--- config.mk ---
export PLATFORM = sky130hd
export DESIGN_NAME = shared_read_arb_flat
export DESIGN_NICKNAME = d
export VERILOG_FILES = /design/src/rtl/shared_read_arb_if.sv /design/src/rtl/shared_read_arb.sv /design/src/flat_wrapper.sv
export SDC_FILE = /design/constraint.sdc
export NUM_CORES = 1
export LEC_CHECK = 0
export CAP_MARGIN = 25
export CORE_MARGIN = 2
export CORE_UTILIZATION = 33
export CTS_CLUSTER_DIAMETER = 30
export DETAILED_ROUTE_END_ITERATION = 16
export GPL_ROUTABILITY_DRIVEN = 0
export GPL_TIMING_DRIVEN = 0
export HOLD_SLACK_MARGIN = 0.02
export PLACE_DENSITY = 0.86
export SYNTH_ARGS = -nofsm -noshare
export SYNTH_HDL_FRONTEND = slang
export SYNTH_SLANG_ARGS = --single-unit
export TNS_END_PERCENT = 100
--- constraint.sdc ---
create_clock -name clk -period 4.7 [get_ports clk]
set_clock_uncertainty 0.15 [all_clocks]
set_input_delay 0.705 -clock clk [delete_from_list [all_inputs] [get_ports clk]]
set_output_delay 0.705 -clock clk [all_outputs]
set_load 0.01 [all_outputs]
--- src/rtl/shared_read_arb_if.sv ---
// Bus bundle for the shared read arbiter.
// Groups both core request/response channels, the shared memory read port and the
// sticky error flag. Clock and reset stay plain ports on the arbiter.
//   slave  : arbiter side (takes requests and memory returns, drives grants and responses)
//   master : environment side (cores and memory)
// Signals:
//   a_req/b_req      core read request, held with its address until accepted
//   a_addr/b_addr    [15:1] word address
//   a_ready/b_ready  request accepted this cycle
//   a_rvalid/b_rvalid, a_rdata/b_rdata  one-cycle read response
//   m_valid/m_raddr/m_rtag  address issue to memory, tag 0 = core A, 1 = core B
//   m_rdata          [16:0] memory return, bit 16 = echoed tag
//   err              sticky tag-mismatch flag
interface shared_read_arb_if;
  logic        a_req;
  logic [15:1] a_addr;
  logic        a_ready;
  logic        a_rvalid;
  logic [15:0] a_rdata;

  logic        b_req;
  logic [15:1] b_addr;
  logic        b_ready;
  logic        b_rvalid;
  logic [15:0] b_rdata;

  logic        m_valid;
  logic [15:1] m_raddr;
  logic        m_rtag;
  logic [16:0] m_rdata;

  logic        err;

  modport slave (
    input  a_req, a_addr, b_req, b_addr, m_rdata,
    output a_ready, a_rvalid, a_rdata, b_ready, b_rvalid, b_rdata,
    output m_valid, m_raddr, m_rtag, err
  );

  modport master (
    output a_req, a_addr, b_req, b_addr, m_rdata,
    input  a_ready, a_rvalid, a_rdata, b_ready, b_rvalid, b_rdata,
    input  m_valid, m_raddr, m_rtag, err
  );
endinterface

--- src/rtl/shared_read_arb.sv ---
// Two-core round-robin arbiter in front of a single fixed-latency memory read port.
// Ports:
//   clk    rising-edge clock
//   reset  asynchronous active-high reset
//   bus    shared_read_arb_if.slave (core A/B channels, memory port, err)
// Parameter:
//   LAT    memory read latency in cycles from m_raddr to m_rdata (1..4)
// One request is granted per cycle; the grant is registered into the issue stage, and a
// LAT-deep {valid, tag} pipe tracks each read so the return is routed to its requester.
module shared_read_arb #(
  parameter int unsigned LAT = 2
) (
  input logic               clk,
  input logic               reset,
  shared_read_arb_if.slave  bus
);

  // Round-robin pointer: 1 means core B was granted most recently.
  logic last_b_q, last_b_d;

  // Issue stage.
  logic        m_valid_q, m_valid_d;
  logic [15:1] m_raddr_q, m_raddr_d;
  logic        m_rtag_q, m_rtag_d;

  // In-flight tracking, index LAT-1 is the oldest entry.
  logic [LAT-1:0] inf_vld_q, inf_vld_d;
  logic [LAT-1:0] inf_tag_q, inf_tag_d;

  logic err_q, err_d;

  logic grant_a, grant_b;
  logic oldest_vld, oldest_tag;

  // Grant is combinational; forced low during reset so nothing is accepted then.
  always_comb begin
    grant_a = 1'b0;
    grant_b = 1'b0;
    if (!reset) begin
      if (bus.a_req && bus.b_req) begin
        if (last_b_q) grant_a = 1'b1;
        else          grant_b = 1'b1;
      end else if (bus.a_req) begin
        grant_a = 1'b1;
      end else if (bus.b_req) begin
        grant_b = 1'b1;
      end
    end
  end

  always_comb begin
    last_b_d  = last_b_q;
    m_valid_d = grant_a | grant_b;
    m_raddr_d = '0;
    m_rtag_d  = grant_b;
    if (grant_a) begin
      last_b_d  = 1'b0;
      m_raddr_d = bus.a_addr;
    end else if (grant_b) begin
      last_b_d  = 1'b1;
      m_raddr_d = bus.b_addr;
    end
  end

  always_comb begin
    inf_vld_d    = '0;
    inf_tag_d    = '0;
    inf_vld_d[0] = m_valid_q;
    inf_tag_d[0] = m_rtag_q;
    for (int unsigned i = 1; i < LAT; i++) begin
      inf_vld_d[i] = inf_vld_q[i-1];
      inf_tag_d[i] = inf_tag_q[i-1];
    end
  end

  assign oldest_vld = inf_vld_q[LAT-1];
  assign oldest_tag = inf_tag_q[LAT-1];

  // A mismatched echo still routes by the stored tag; it only raises err.
  always_comb begin
    err_d = err_q;
    if (oldest_vld && (bus.m_rdata[16] != oldest_tag)) err_d = 1'b1;
  end

  always_ff @(posedge clk or posedge reset) begin
    if (reset) begin
      last_b_q  <= 1'b1;
      m_valid_q <= 1'b0;
      m_raddr_q <= '0;
      m_rtag_q  <= 1'b0;
      inf_vld_q <= '0;
      inf_tag_q <= '0;
      err_q     <= 1'b0;
    end else begin
      last_b_q  <= last_b_d;
      m_valid_q <= m_valid_d;
      m_raddr_q <= m_raddr_d;
      m_rtag_q  <= m_rtag_d;
      inf_vld_q <= inf_vld_d;
      inf_tag_q <= inf_tag_d;
      err_q     <= err_d;
    end
  end

  assign bus.a_ready  = grant_a;
  assign bus.b_ready  = grant_b;
  assign bus.m_valid  = m_valid_q;
  assign bus.m_raddr  = m_raddr_q;
  assign bus.m_rtag   = m_rtag_q;
  assign bus.err      = err_q;

  assign bus.a_rvalid = oldest_vld & ~oldest_tag;
  assign bus.b_rvalid = oldest_vld & oldest_tag;
  assign bus.a_rdata  = bus.a_rvalid ? bus.m_rdata[15:0] : 16'h0000;
  assign bus.b_rdata  = bus.b_rvalid ? bus.m_rdata[15:0] : 16'h0000;

endmodule

--- src/flat_wrapper.sv ---
// flat-port wrapper written by rule: the top's interface ports become plain ports
module shared_read_arb_flat 
#(
  parameter int unsigned LAT = 2
)
  (clk, reset, bus_a_req, bus_a_addr, bus_b_req, bus_b_addr, bus_m_rdata, bus_a_ready, bus_a_rvalid, bus_a_rdata, bus_b_ready, bus_b_rvalid, bus_b_rdata, bus_m_valid, bus_m_raddr, bus_m_rtag, bus_err);
  shared_read_arb_if bus_i ();
  input logic clk;
  input logic reset;
  input wire logic [$bits(bus_i.a_req)-1:0] bus_a_req;
  input wire logic [$bits(bus_i.a_addr)-1:0] bus_a_addr;
  input wire logic [$bits(bus_i.b_req)-1:0] bus_b_req;
  input wire logic [$bits(bus_i.b_addr)-1:0] bus_b_addr;
  input wire logic [$bits(bus_i.m_rdata)-1:0] bus_m_rdata;
  output wire logic [$bits(bus_i.a_ready)-1:0] bus_a_ready;
  output wire logic [$bits(bus_i.a_rvalid)-1:0] bus_a_rvalid;
  output wire logic [$bits(bus_i.a_rdata)-1:0] bus_a_rdata;
  output wire logic [$bits(bus_i.b_ready)-1:0] bus_b_ready;
  output wire logic [$bits(bus_i.b_rvalid)-1:0] bus_b_rvalid;
  output wire logic [$bits(bus_i.b_rdata)-1:0] bus_b_rdata;
  output wire logic [$bits(bus_i.m_valid)-1:0] bus_m_valid;
  output wire logic [$bits(bus_i.m_raddr)-1:0] bus_m_raddr;
  output wire logic [$bits(bus_i.m_rtag)-1:0] bus_m_rtag;
  output wire logic [$bits(bus_i.err)-1:0] bus_err;
  assign bus_i.a_req = bus_a_req;
  assign bus_i.a_addr = bus_a_addr;
  assign bus_i.b_req = bus_b_req;
  assign bus_i.b_addr = bus_b_addr;
  assign bus_i.m_rdata = bus_m_rdata;
  assign bus_a_ready = bus_i.a_ready;
  assign bus_a_rvalid = bus_i.a_rvalid;
  assign bus_a_rdata = bus_i.a_rdata;
  assign bus_b_ready = bus_i.b_ready;
  assign bus_b_rvalid = bus_i.b_rvalid;
  assign bus_b_rdata = bus_i.b_rdata;
  assign bus_m_valid = bus_i.m_valid;
  assign bus_m_raddr = bus_i.m_raddr;
  assign bus_m_rtag = bus_i.m_rtag;
  assign bus_err = bus_i.err;
  shared_read_arb #(.LAT(LAT)) u_core (.clk(clk), .reset(reset), .bus(bus_i));
endmodule
==> results.md, run 1 <==
* Syn Area/Cell at 9.18 um2
* Synthesized instance count at 125
* Routing usage on met2 at 34.0%
* Root Buffer: clkbuf_4
* M3 GR Usage at 6.67%
* Grt total ovfl at 0
* CP endpoint kind: primary output
* Mux cell area share after synthesis at 0%
* Tmin final at 3.29 ns
* I/O pins at 105
* P per Cell Area at 210 nW/um2
* Cts repair resizes at 0
* Die width at 63.0 um
* Startpoint Class: input port
* XOR/XNOR Fraction of Synth Area at 0.763%
* Final setup fails at 0
* Post-Layout Inst Area at 2250 um2
* Routed WL per cell at 13.7 um
* Via Count at 1338
* R2R Path Start: u_core.last_b_q
* Fin crit share at 70.0%
* Compound-cell area share of the yosys netlist at 14.7%
* Maximum vdd drop at 0.154 mV
* Post-CTS Hold Buffers at 0
* Number of global-route vias before repair at 1267
* Port Buffers at 102
* Final Total Pwr at 0.473 mW
* Synthesized Nets at 176
* H-tree depth at 1
* Core area at 3340 um2
* First-pass GRT wire length at 5900 um
* Max Fanout on Critical Path at 10
* Die height at 63.0 um
* Syn-to-layout area delta at 96.4%
* Outcome: completed
* Worst Hold Slack at 0.211 ns
* Area after DPL at 2230 um2
* Critical Path RT at 3.85 ns
* Worst-margin pin slew at 0.914 ns
* CTS tree: built
* Fmax at 304 MHz
* Largest net degree at the start of global routing at 28
* Post-route ant nets at 0
* Leakage at 0.988 nW
* Final max-slew violation count at 0
* CP startpoint: bus_b_req
* Busiest metal layer after global routing: met2
* Routing usage on met1 at 20.3%
* Count of cell types in the netlist at 20
* Setup TNS at 0 ns
* Total CTS buffers at 3
* Arr. time, crit path at 2.44 ns
* Nets at 283
* Layout cells sized above 1 at 4.76%
* Detailed Place HPWL at 3090 um
* DRC violation total after the first TritonRoute iteration at 62
* Drt total wl at 3810 um
* Setup repair after global routing missed its margin: no
* Antenna violations before repair at 0
* Ys Warns at 0
* Mapped Area at 1150 um2
* Synth Area in Adders at 0%
* Worst-path clk slew at 0.12 ns
* Gr usage total at 18.6%
* Hold Startpoint: u_core.inf_tag_q[0]
* Setup CP Type: input port to primary output
* Non-filler instance count after layout at 277
* Clock sinks at 23
* Initial Utilization at 34.4%
* Clock Tree Buf Depth at 2
* Yosys reg bits at 23
* Via/cell ratio at 4.83
* Clk Latency, worst-skew pair at 0.30 ns
* Largest family of logic cells by synthesized area: simple AND/OR/NAND/NOR gates
* Post-CTS setup buffers at 0
* Die ar. at 3960 um2
* DRC at 0
* Max cap viols at 0
* Post-placement cell count at 273
* Hold/Removal Path Class: register to register
* Relative slew slack at 39.0%
* Post-Synth Simple-Gate Area at 27.3%
* Seq/Total Area, Yosys at 50.3%
* First-pass DRT Iterations at 4
* Ant diodes at 0
* Final Hold Violating Endpoints at 0
* # rows at 21
==> flip-flops by register name, summed over array words and instances, names as in the netlist <==
| signal | flops |
|---|---|
| u_core.bus.err | 1 |
| u_core.bus.m_raddr | 15 |
| u_core.bus.m_rtag | 1 |
| u_core.bus.m_valid | 1 |
| u_core.inf_tag_q | 2 |
| u_core.inf_vld_q | 2 |
| u_core.last_b_q | 1 |
==> synthesized netlist by cell type (all sizes together) <==
cell type | n | area share [%]
clkbuf | 8 | 2.6
xor2 | 1 | 0.76
inv | 1 | 0.33
dfstp | 1 | 2.3
a31oi | 1 | 0.55
a21o | 1 | 0.65
a21boi | 1 | 1.6
nor2b | 1 | 0.55
buf | 5 | 4.0
and3 | 17 | 9.3
and2 | 4 | 2.2
a21oi | 1 | 0.44
nor2 | 31 | 10
dfrtp | 22 | 48
nand2 | 14 | 4.6
nand2b | 1 | 0.55
a32oi | 15 | 11
==> metrics by stage <==
step	setup slack, ns	utilization (%)
after global routing	1.25	67.5
after floorplan	2.11	-
after detailed placement	1.39	66.7
final	1.41	67.5
after global placement	1.42	66.7
after CTS	1.37	67.5
==> cell type report <==
class | instances | area, um2
inverters | 1 | 3.75
well taps | 46 | 57.6
flip-flops and latches | 23 | 577
plain buffers | 13 | 76.3
clock buffers | 3 | 22.5
clock inverters | 1 | 5.00
fillers | 271 | 1080
multi-input cells | 88 | 490
repair buffers | 102 | 1020
==> critical path, cell delays in order <==
cell             delay, ns
clkdlybuf4s50_1       0.52
a21boi_4              0.27
buf_4                 0.22
and2_1                0.17
clkdlybuf4s50_1       0.55
==> path summary, 6_finish.rpt <==
kind / to / slack [ns] / depth (start not counted)
max in group asynchronous: u_core.bus.m_raddr[6] / 3.28 / 2
min in group asynchronous: u_core.bus.m_raddr[4] / 0.57 / 2
max: bus_b_ready / 1.41 / 5
min: u_core.inf_tag_q[1] / 0.21 / 0
max reg2reg: u_core.bus.m_raddr[11] / 3.27 / 5
min reg2reg: u_core.inf_tag_q[1] / 0.21 / 0
==> placed cells by master (no fill, tap or decap) <==
cell type,netlist,layout
a21boi_4,1,1
a21o_1,1,1
a21oi_1,1,1
a31oi_1,1,1
a32oi_1,15,15
and2_1,4,4
and3_1,17,17
buf_2,1,1
buf_4,2,2
buf_6,1,1
buf_8,1,1
clkbuf_1,8,8
clkbuf_4,0,3
clkdlybuf4s50_1,0,102
clkinv_2,0,1
dfrtp_1,22,22
dfstp_2,1,1
inv_1,1,1
nand2_1,14,14
nand2b_1,1,1
nor2_1,31,31
nor2b_1,1,1
xor2_1,1,1
==> per-layer routing <==
metal | share of wire [%] | vias up
met4 | 0.42 | 0
met3 | 11 | 2
met2 | 50 | 74
met1 | 38 | 618
met5 | 0 | -
li1 | - | 644
==> where the power goes <==
part	switching (mW)	internal, mW	total [mW]
Combinational	0.0687	0.0976	0.166
Sequential	0.00695	0.213	0.220
Clock	0.0555	0.0317	0.0871
Total	0.131	0.342	0.473
==> logic make-up after synthesis <==
group,Yosys count
compound gates,19
simple gates,68
xor+xnor,1
flops,23
buf+inv,14
Note: power is estimated with default switching activity, not from simulation.
==> run 2: changes to the inputs <==
CORE_UTILIZATION = 30   (was 33)
PLACE_DENSITY = 0.79   (was 0.86)
clock period = 3.15 ns   (was 4.7 ns; I/O delays follow)
==> results.md, run 2 (same netlist as run 1, synthesis figures left out) <==
* Outcome: completed (unchanged)
* Min-Delay Path Depth at 0 (unchanged)
* P per Cell Area at 330 nW/um2 (was 210 nW/um2)
* CTS tree: built (unchanged)
* Max Fanout on Critical Path at 10 (unchanged)
* Die width at 65.8 um (was 63.0 um)
* First-pass DRT Iterations at 4 (unchanged)
* Ant diodes at 0 (unchanged)
* Setup repair after global routing missed its margin: no (unchanged)
* Startpoint Class: input port (unchanged)
* Root Buffer: clkbuf_8 (was clkbuf_4)
* WP depth at 5 (unchanged)
* Critical Path RT at 2.53 ns (was 3.85 ns)
* Worst-path clk slew at 0.07 ns (was 0.12 ns)
* Grt total ovfl at 0 (unchanged)
* Final Total Pwr at 0.749 mW (was 0.473 mW)
* Layout cells sized above 1 at 4.33% (was 4.76%)
* Max cap viols at 0 (unchanged)
* Family with the most delay on the worst path: buffers and inverters (unchanged)
* Commonest cells after routing, fill and taps aside: 102 x clkdlybuf4s50_1, 31 x nor2_1, 22 x dfrtp_1 (unchanged)
* # rows at 22 (was 21)
* DRC violation total after the first TritonRoute iteration at 43 (was 62)
* Arr. time, crit path at 2.20 ns (was 2.44 ns)
* Post-CTS setup buffers at 0 (unchanged)
* Area of the multi-input gates at 490 um2 (unchanged)
* Final max-slew violation count at 0 (unchanged)
* H-tree depth at 1 (unchanged)
* Relative slew slack at 38.3% (was 39.0%)
* Setup CP Type: input port to primary output (unchanged)
* Number of global-route vias before repair at 1200 (was 1267)
* Largest net degree at the start of global routing at 28 (unchanged)
* CP endpoint kind: primary output (unchanged)
* Setup TNS at 0 ns (unchanged)
* Final Hold Violating Endpoints at 0 (unchanged)
* Maximum vdd drop at 0.227 mV (was 0.154 mV)
* Register area at 577 um2 (unchanged)
* Crit path cell chain: clkdlybuf4s50_1, a21boi_4, buf_4, and2_1, clkdlybuf4s50_1 (unchanged)
* Final setup fails at 0 (unchanged)
* Worst path max stage delay at 0.55 ns (about the same)
* Worst R2R Path Depth at 5 (unchanged)
* First-pass GRT wire length at 5630 um (was 5900 um)
* Total CTS buffers at 3 (unchanged)
* Initial Utilization at 31.3% (was 34.4%)
* Cts repair resizes at 0 (unchanged)
* Port Buffers at 102 (unchanged)
* Post-route ant nets at 0 (unchanged)
* Commonest non-fill, non-tap cell in the layout: clkdlybuf4s50_1 (unchanged)
* Fmax at 354 MHz
* Nets at 283 (unchanged)
* Largest register FFs at 15 (unchanged)
* # fillers at 334 (was 271)
* Gr usage total at 17.1% (was 18.6%)
* Routed WL per cell at 13.4 um (was 13.7 um)
* Worst-margin pin slew at 0.924 ns (was 0.914 ns)
* Syn-to-layout area delta at 98.1% (was 96.4%)
* Via/cell ratio at 4.66 (was 4.83)
* Drt total wl at 3750 um (was 3810 um)
* Via Count at 1300 (was 1338)
* Slowest CP cell: clkdlybuf4s50_1 (unchanged)
* Clock sinks at 23 (unchanged)
* Detailed Place HPWL at 3040 um (was 3090 um)
* Leakage at 0.993 nW (was 0.988 nW)
* Tmin final at 2.82 ns
* Core area at 3660 um2 (was 3340 um2)
* Die height at 65.8 um (was 63.0 um)
* Hold/Removal Path Class: register to register (unchanged)
* Die ar. at 4330 um2 (was 3960 um2)
* Antenna violations before repair at 0 (unchanged)
* Critical path buffers and inverters at 3 (unchanged)
* DRC at 0 (unchanged)
* Clk Latency, worst-skew pair at 0.25 ns (was 0.30 ns)
* CP dominant cell by count: clkdlybuf4s50_1 (unchanged)
* Fin crit share at 89.6%
* Clock Tree Buf Depth at 2 (unchanged)
* Post-CTS Hold Buffers at 0 (unchanged)
* I/O pins at 105 (unchanged)
==> run 2: layout make-up <==
cell class                      instances  share of cell area, %
Tap cell                               48                   2.64
Buffer                                 13                   3.36
Inverter                                1                  0.165
Multi-Input combinational cell         88                   21.6
Clock buffer                            4                   1.98
Timing Repair Buffer                  102                   44.9
Sequential cell                        23                   25.4
==> run 2: path summary, 6_finish.rpt <==
path | start | end | slack [ns]
max | bus_b_req | bus_b_ready | 0.33
min | u_core.inf_tag_q[0] | u_core.inf_tag_q[1] | 0.20
max reg2reg | u_core.last_b_q | u_core.bus.m_raddr[10] | 1.76
min reg2reg | u_core.inf_tag_q[0] | u_core.inf_tag_q[1] | 0.20
max in group asynchronous | reset | u_core.bus.m_raddr[9] | 1.91
min in group asynchronous | reset | u_core.bus.m_raddr[1] | 0.38
==> run 2: per-stage QoR <==
step / instance area, um2 / hold slack (ns) / utilization [%] / instances / setup slack (ns)
after floorplan: 1150 / 0.181 / - / 125 / 1.03
after global placement: 2230 / 0.184 / 60.9 / 275 / 0.343
after detailed placement: 2230 / 0.188 / 60.9 / 275 / 0.310
after CTS: 2270 / 0.205 / 62.1 / 279 / 0.307
after global routing: 2270 / 0.209 / 62.1 / 279 / 0.147
final: 2270 / 0.203 / 62.1 / 279 / 0.329
==> run 2: layer usage <==
metal  share of wire, %  GRT usage (%)  routed length, um  vias to the layer above
met5                  0              0                  0                        -
met4               0.40           5.47                 15                        0
met3                 11           4.94                420                        2
met2                 52           31.7               1940                       72
met1                 37           18.4               1370                      586
li1                   -              -                  -                      640
==> run 2: power breakdown <==
group	internal [mW]	switching [mW]
Combinational	0.146	0.102
Clock	0.0899	0.0836
Sequential	0.318	0.0105
Total	0.554	0.196
==> run 3: changes to the inputs <==
ABC_AREA = 1   (was not set)
CORE_UTILIZATION = 31   (was 30)
PLACE_DENSITY = 0.81   (was 0.79)
RECOVER_POWER = 50   (was not set)
==> results.md, run 3 <==
* Largest area contributor in the netlist: dfrtp_1 (unchanged)
* Nets at 306 (was 283)
* Number of synthesized flops with an enable pin at 0 (unchanged)
* Critical Path RT at 2.53 ns (about the same)
* Port Buffers at 103 (was 102)
* Yosys reg bits at 23 (unchanged)
* Count of cell types in the netlist at 16 (was 20)
* Clk Latency, worst-skew pair at 0.26 ns (was 0.25 ns)
* Final max-slew violation count at 0 (unchanged)
* Total CTS buffers at 3 (unchanged)
* Clk network pwr share at 24.3% (was 23.2%)
* Die ar. at 4210 um2 (was 4330 um2)
* RR Endpoint: u_core.bus.m_raddr[10] (unchanged)
* Syn-to-layout area delta at 98.7% (was 98.1%)
* First-pass DRT Iterations at 4 (unchanged)
* Internal at 0.544 mW (was 0.554 mW)
* Cts repair resizes at 0 (unchanged)
* Via/cell ratio at 4.49 (was 4.66)
* Yosys top cell area share at 47.9% (was 48.0%)
* Number of global-route vias before repair at 1248 (was 1200)
* Switching Fraction at 26.6% (was 26.1%)
* Clock Tree Buf Depth at 2 (unchanged)
* Largest register FFs at 15 (unchanged)
* Max cap viols at 0 (unchanged)
* Post-synth top cells: 33 x nor2_1, 22 x dfrtp_1, 22 x inv_1, 22 x nand2_1 (was 31 x nor2_1, 22 x dfrtp_1, 17 x and3_1, 15 x a32oi_1, 14 x nand2_1)
* DRC violation total after the first TritonRoute iteration at 32 (was 43)
* Root Buffer: clkbuf_8 (unchanged)
* Worst-margin pin slew at 0.405 ns (was 0.924 ns)
* Asr flop ratio synth at 100% (unchanged)
* Worst R2R Path Depth at 4 (was 5)
* Antenna violations before repair at 0 (unchanged)
* Syn Area/Cell at 7.82 um2 (was 9.18 um2)
* Relative slew slack at 73.0% (was 38.3%)
* Grt total ovfl at 0 (unchanged)
* P per Cell Area at 325 nW/um2 (was 330 nW/um2)
* Startpoint Class: input port (unchanged)
* P_sw at 0.197 mW (was 0.196 mW)
* Synthesized Nets at 198 (was 176)
* Area of the multi-input gates at 423 um2 (was 490 um2)
* Final Hold Violating Endpoints at 0 (unchanged)
* Max Fanout on Critical Path at 8 (was 10)
* Setup repair after global routing missed its margin: no (unchanged)
* Setup TNS at 0 ns (unchanged)
* Hold/Removal Path Class: register to register (unchanged)
* Final Total Pwr at 0.742 mW (was 0.749 mW)
* DRC at 0 (unchanged)
* First-pass GRT wire length at 5150 um (was 5630 um)
* Routed WL per cell at 10.7 um (was 13.4 um)
* Initial Utilization at 31.9% (was 31.3%)
* Commonest cells after routing, fill and taps aside: 94 x clkdlybuf4s50_1, 33 x nor2_1, 23 x inv_1 (was 102 x clkdlybuf4s50_1, 31 x nor2_1, 22 x dfrtp_1)
* Area after DPL at 2240 um2 (was 2230 um2)
* Mapped Area at 1150 um2 (about the same)
* Outcome: completed (unchanged)
* Final setup fails at 0 (unchanged)
* Ys Warns at 0 (unchanged)
* Setup slack, reg-to-reg at 1.77 ns (was 1.76 ns)
* Die height at 64.9 um (was 65.8 um)
* Top-count cell post-synth: nor2_1 (unchanged)
* # fillers at 320 (was 334)
* Ant diodes at 0 (unchanged)
* Post-CTS Hold Buffers at 0 (unchanged)
* # rows at 22 (unchanged)
* Post-route ant nets at 0 (unchanged)
* I/O pins at 105 (unchanged)
* Synthesized instance count at 147 (was 125)
* Fmax at 361 MHz (was 354 MHz)
* Register area at 577 um2 (unchanged)
* CP endpoint kind: primary output (unchanged)
* CTS tree: built (unchanged)
* Seq/Total Area, Yosys at 50.2% (was 50.3%)
* Post-CTS setup buffers at 0 (unchanged)
* Combinational power share at 31.9% (was 33.0%)
* Top post-synthesis cells by area: dfrtp_1 48%, nor2_1 11%, nand4_1 8.2%, inv_1 7.2%, nand2_1 7.2% (was dfrtp_1 48%, a32oi_1 11%, nor2_1 10%, and3_1 9.3%, nand2_1 4.6%)
* Via Count at 1357 (was 1300)
* Core area at 3610 um2 (was 3660 um2)
* Worst-path clk slew at 0.07 ns (about the same)
* Arr. time, crit path at 2.14 ns (was 2.20 ns)
* Maximum vdd drop at 0.232 mV (was 0.227 mV)
* Commonest non-fill, non-tap cell in the layout: clkdlybuf4s50_1 (unchanged)
* Non-filler instance count after layout at 302 (was 279)
* R2R Path Start: u_core.last_b_q (unchanged)
* Post-placement cell count at 298 (was 275)
* Clock sinks at 23 (unchanged)
* Sink of the worst hold path: u_core.inf_vld_q[1] (was u_core.inf_tag_q[1])
* Layout cells sized above 1 at 6.30% (was 4.33%)
* Min-Delay Path Depth at 0 (unchanged)
* Worst Hold Slack at 0.201 ns (was 0.203 ns)
* H-tree depth at 1 (unchanged)
* Post-Layout Inst Area at 2280 um2 (was 2270 um2)
* Drt total wl at 3240 um (was 3750 um)
* Largest net degree at the start of global routing at 33 (was 28)
* Setup CP Type: input port to primary output (unchanged)
* Die width at 64.9 um (was 65.8 um)
* Tmin final at 2.77 ns (was 2.82 ns)
* Top_reg_cell synth: dfrtp_1 (unchanged)
* Leakage at 1.10 nW (was 0.993 nW)
* Hold Startpoint: u_core.inf_vld_q[0] (was u_core.inf_tag_q[0])
* Fin crit share at 87.8% (was 89.6%)
* Flop pwr share at 43.9% (was 43.8%)
* Detailed Place HPWL at 2680 um (was 3040 um)
* Gr usage total at 15.9% (was 17.1%)
==> run 3: changes by cell type in the layout (fill, tap and decap cells not counted), sizes merged, moves of 2 or more <==
cell / delta
a32oi: -15
and2: -4
and3: -17
buf: +2
clkbuf: -7
clkdlybuf4s50: -8
dlygate4sd3: +9
inv: +23
nand2: +11
nand3: +15
nand4: +15
nor2: +3
==> run 3: how the worst max path moves through the flow <==
stage               startpoint          end  slack [ns]  depth (start not counted)
floorplan            bus_b_req  bus_b_ready        1.65                          3
CTS                      reset  bus_b_ready        0.57                          5
global route             reset  bus_b_ready        0.30                          5
finish                   reset  bus_b_ready        0.38                          5
detailed placement       reset  bus_b_ready        0.56                          5
global placement         reset  bus_b_ready        0.59                          5
==> run 3: cells by family (layout without fill, tap and decap cells) <==
group	count (synthesis)	count (layout)	share of synthesized area [%]
compound gates	3	3	1.52
buf+inv	32	139	13.1
flops	23	23	50.2
simple gates	89	89	35.3
==> run 3: cell type report <==
class / instances / area share, %
repair buffers: 103 / 45.1
flip-flops and latches: 23 / 25.2
multi-input cells: 92 / 18.5
inverters: 24 / 3.94
well taps: 48 / 2.63
plain buffers: 8 / 2.57
clock buffers: 4 / 1.97
==> run 3: worst max-delay path, stage by stage <==
cell             delay [ns]
dlygate4sd3_1          0.60
inv_1                  0.20
nand2_1                0.12
a21oi_1                0.17
clkdlybuf4s50_1        0.58
==> run 3: stage by stage <==
step | util [%] | setup WS, ns
4_1_cts | 63.4 | 0.569
6_report | 63.4 | 0.383
3_5_place_dp | 62.1 | 0.564
2_1_floorplan | - | 1.65
5_1_grt | 63.4 | 0.297
3_3_place_gp | 62.1 | 0.594
==> run 3: power by group through the flow <==
stage | logic, mW | registers (mW) | clock network, mW
after floorplan | 0.0821 | 0.339 | 0
after global placement | 0.238 | 0.331 | 0
after detailed placement | 0.242 | 0.331 | 0
after CTS | 0.242 | 0.326 | 0.184
after global routing | 0.259 | 0.328 | 0.195
final | 0.236 | 0.325 | 0.180
==> run 3: layer usage <==
layer	wire length, um	track usage (%)	vias up
met1	1110	14.6	594
met3	550	8.85	5
li1	-	-	676
met5	0	0	-
met2	1520	28.5	82
met4	57	7.18	0
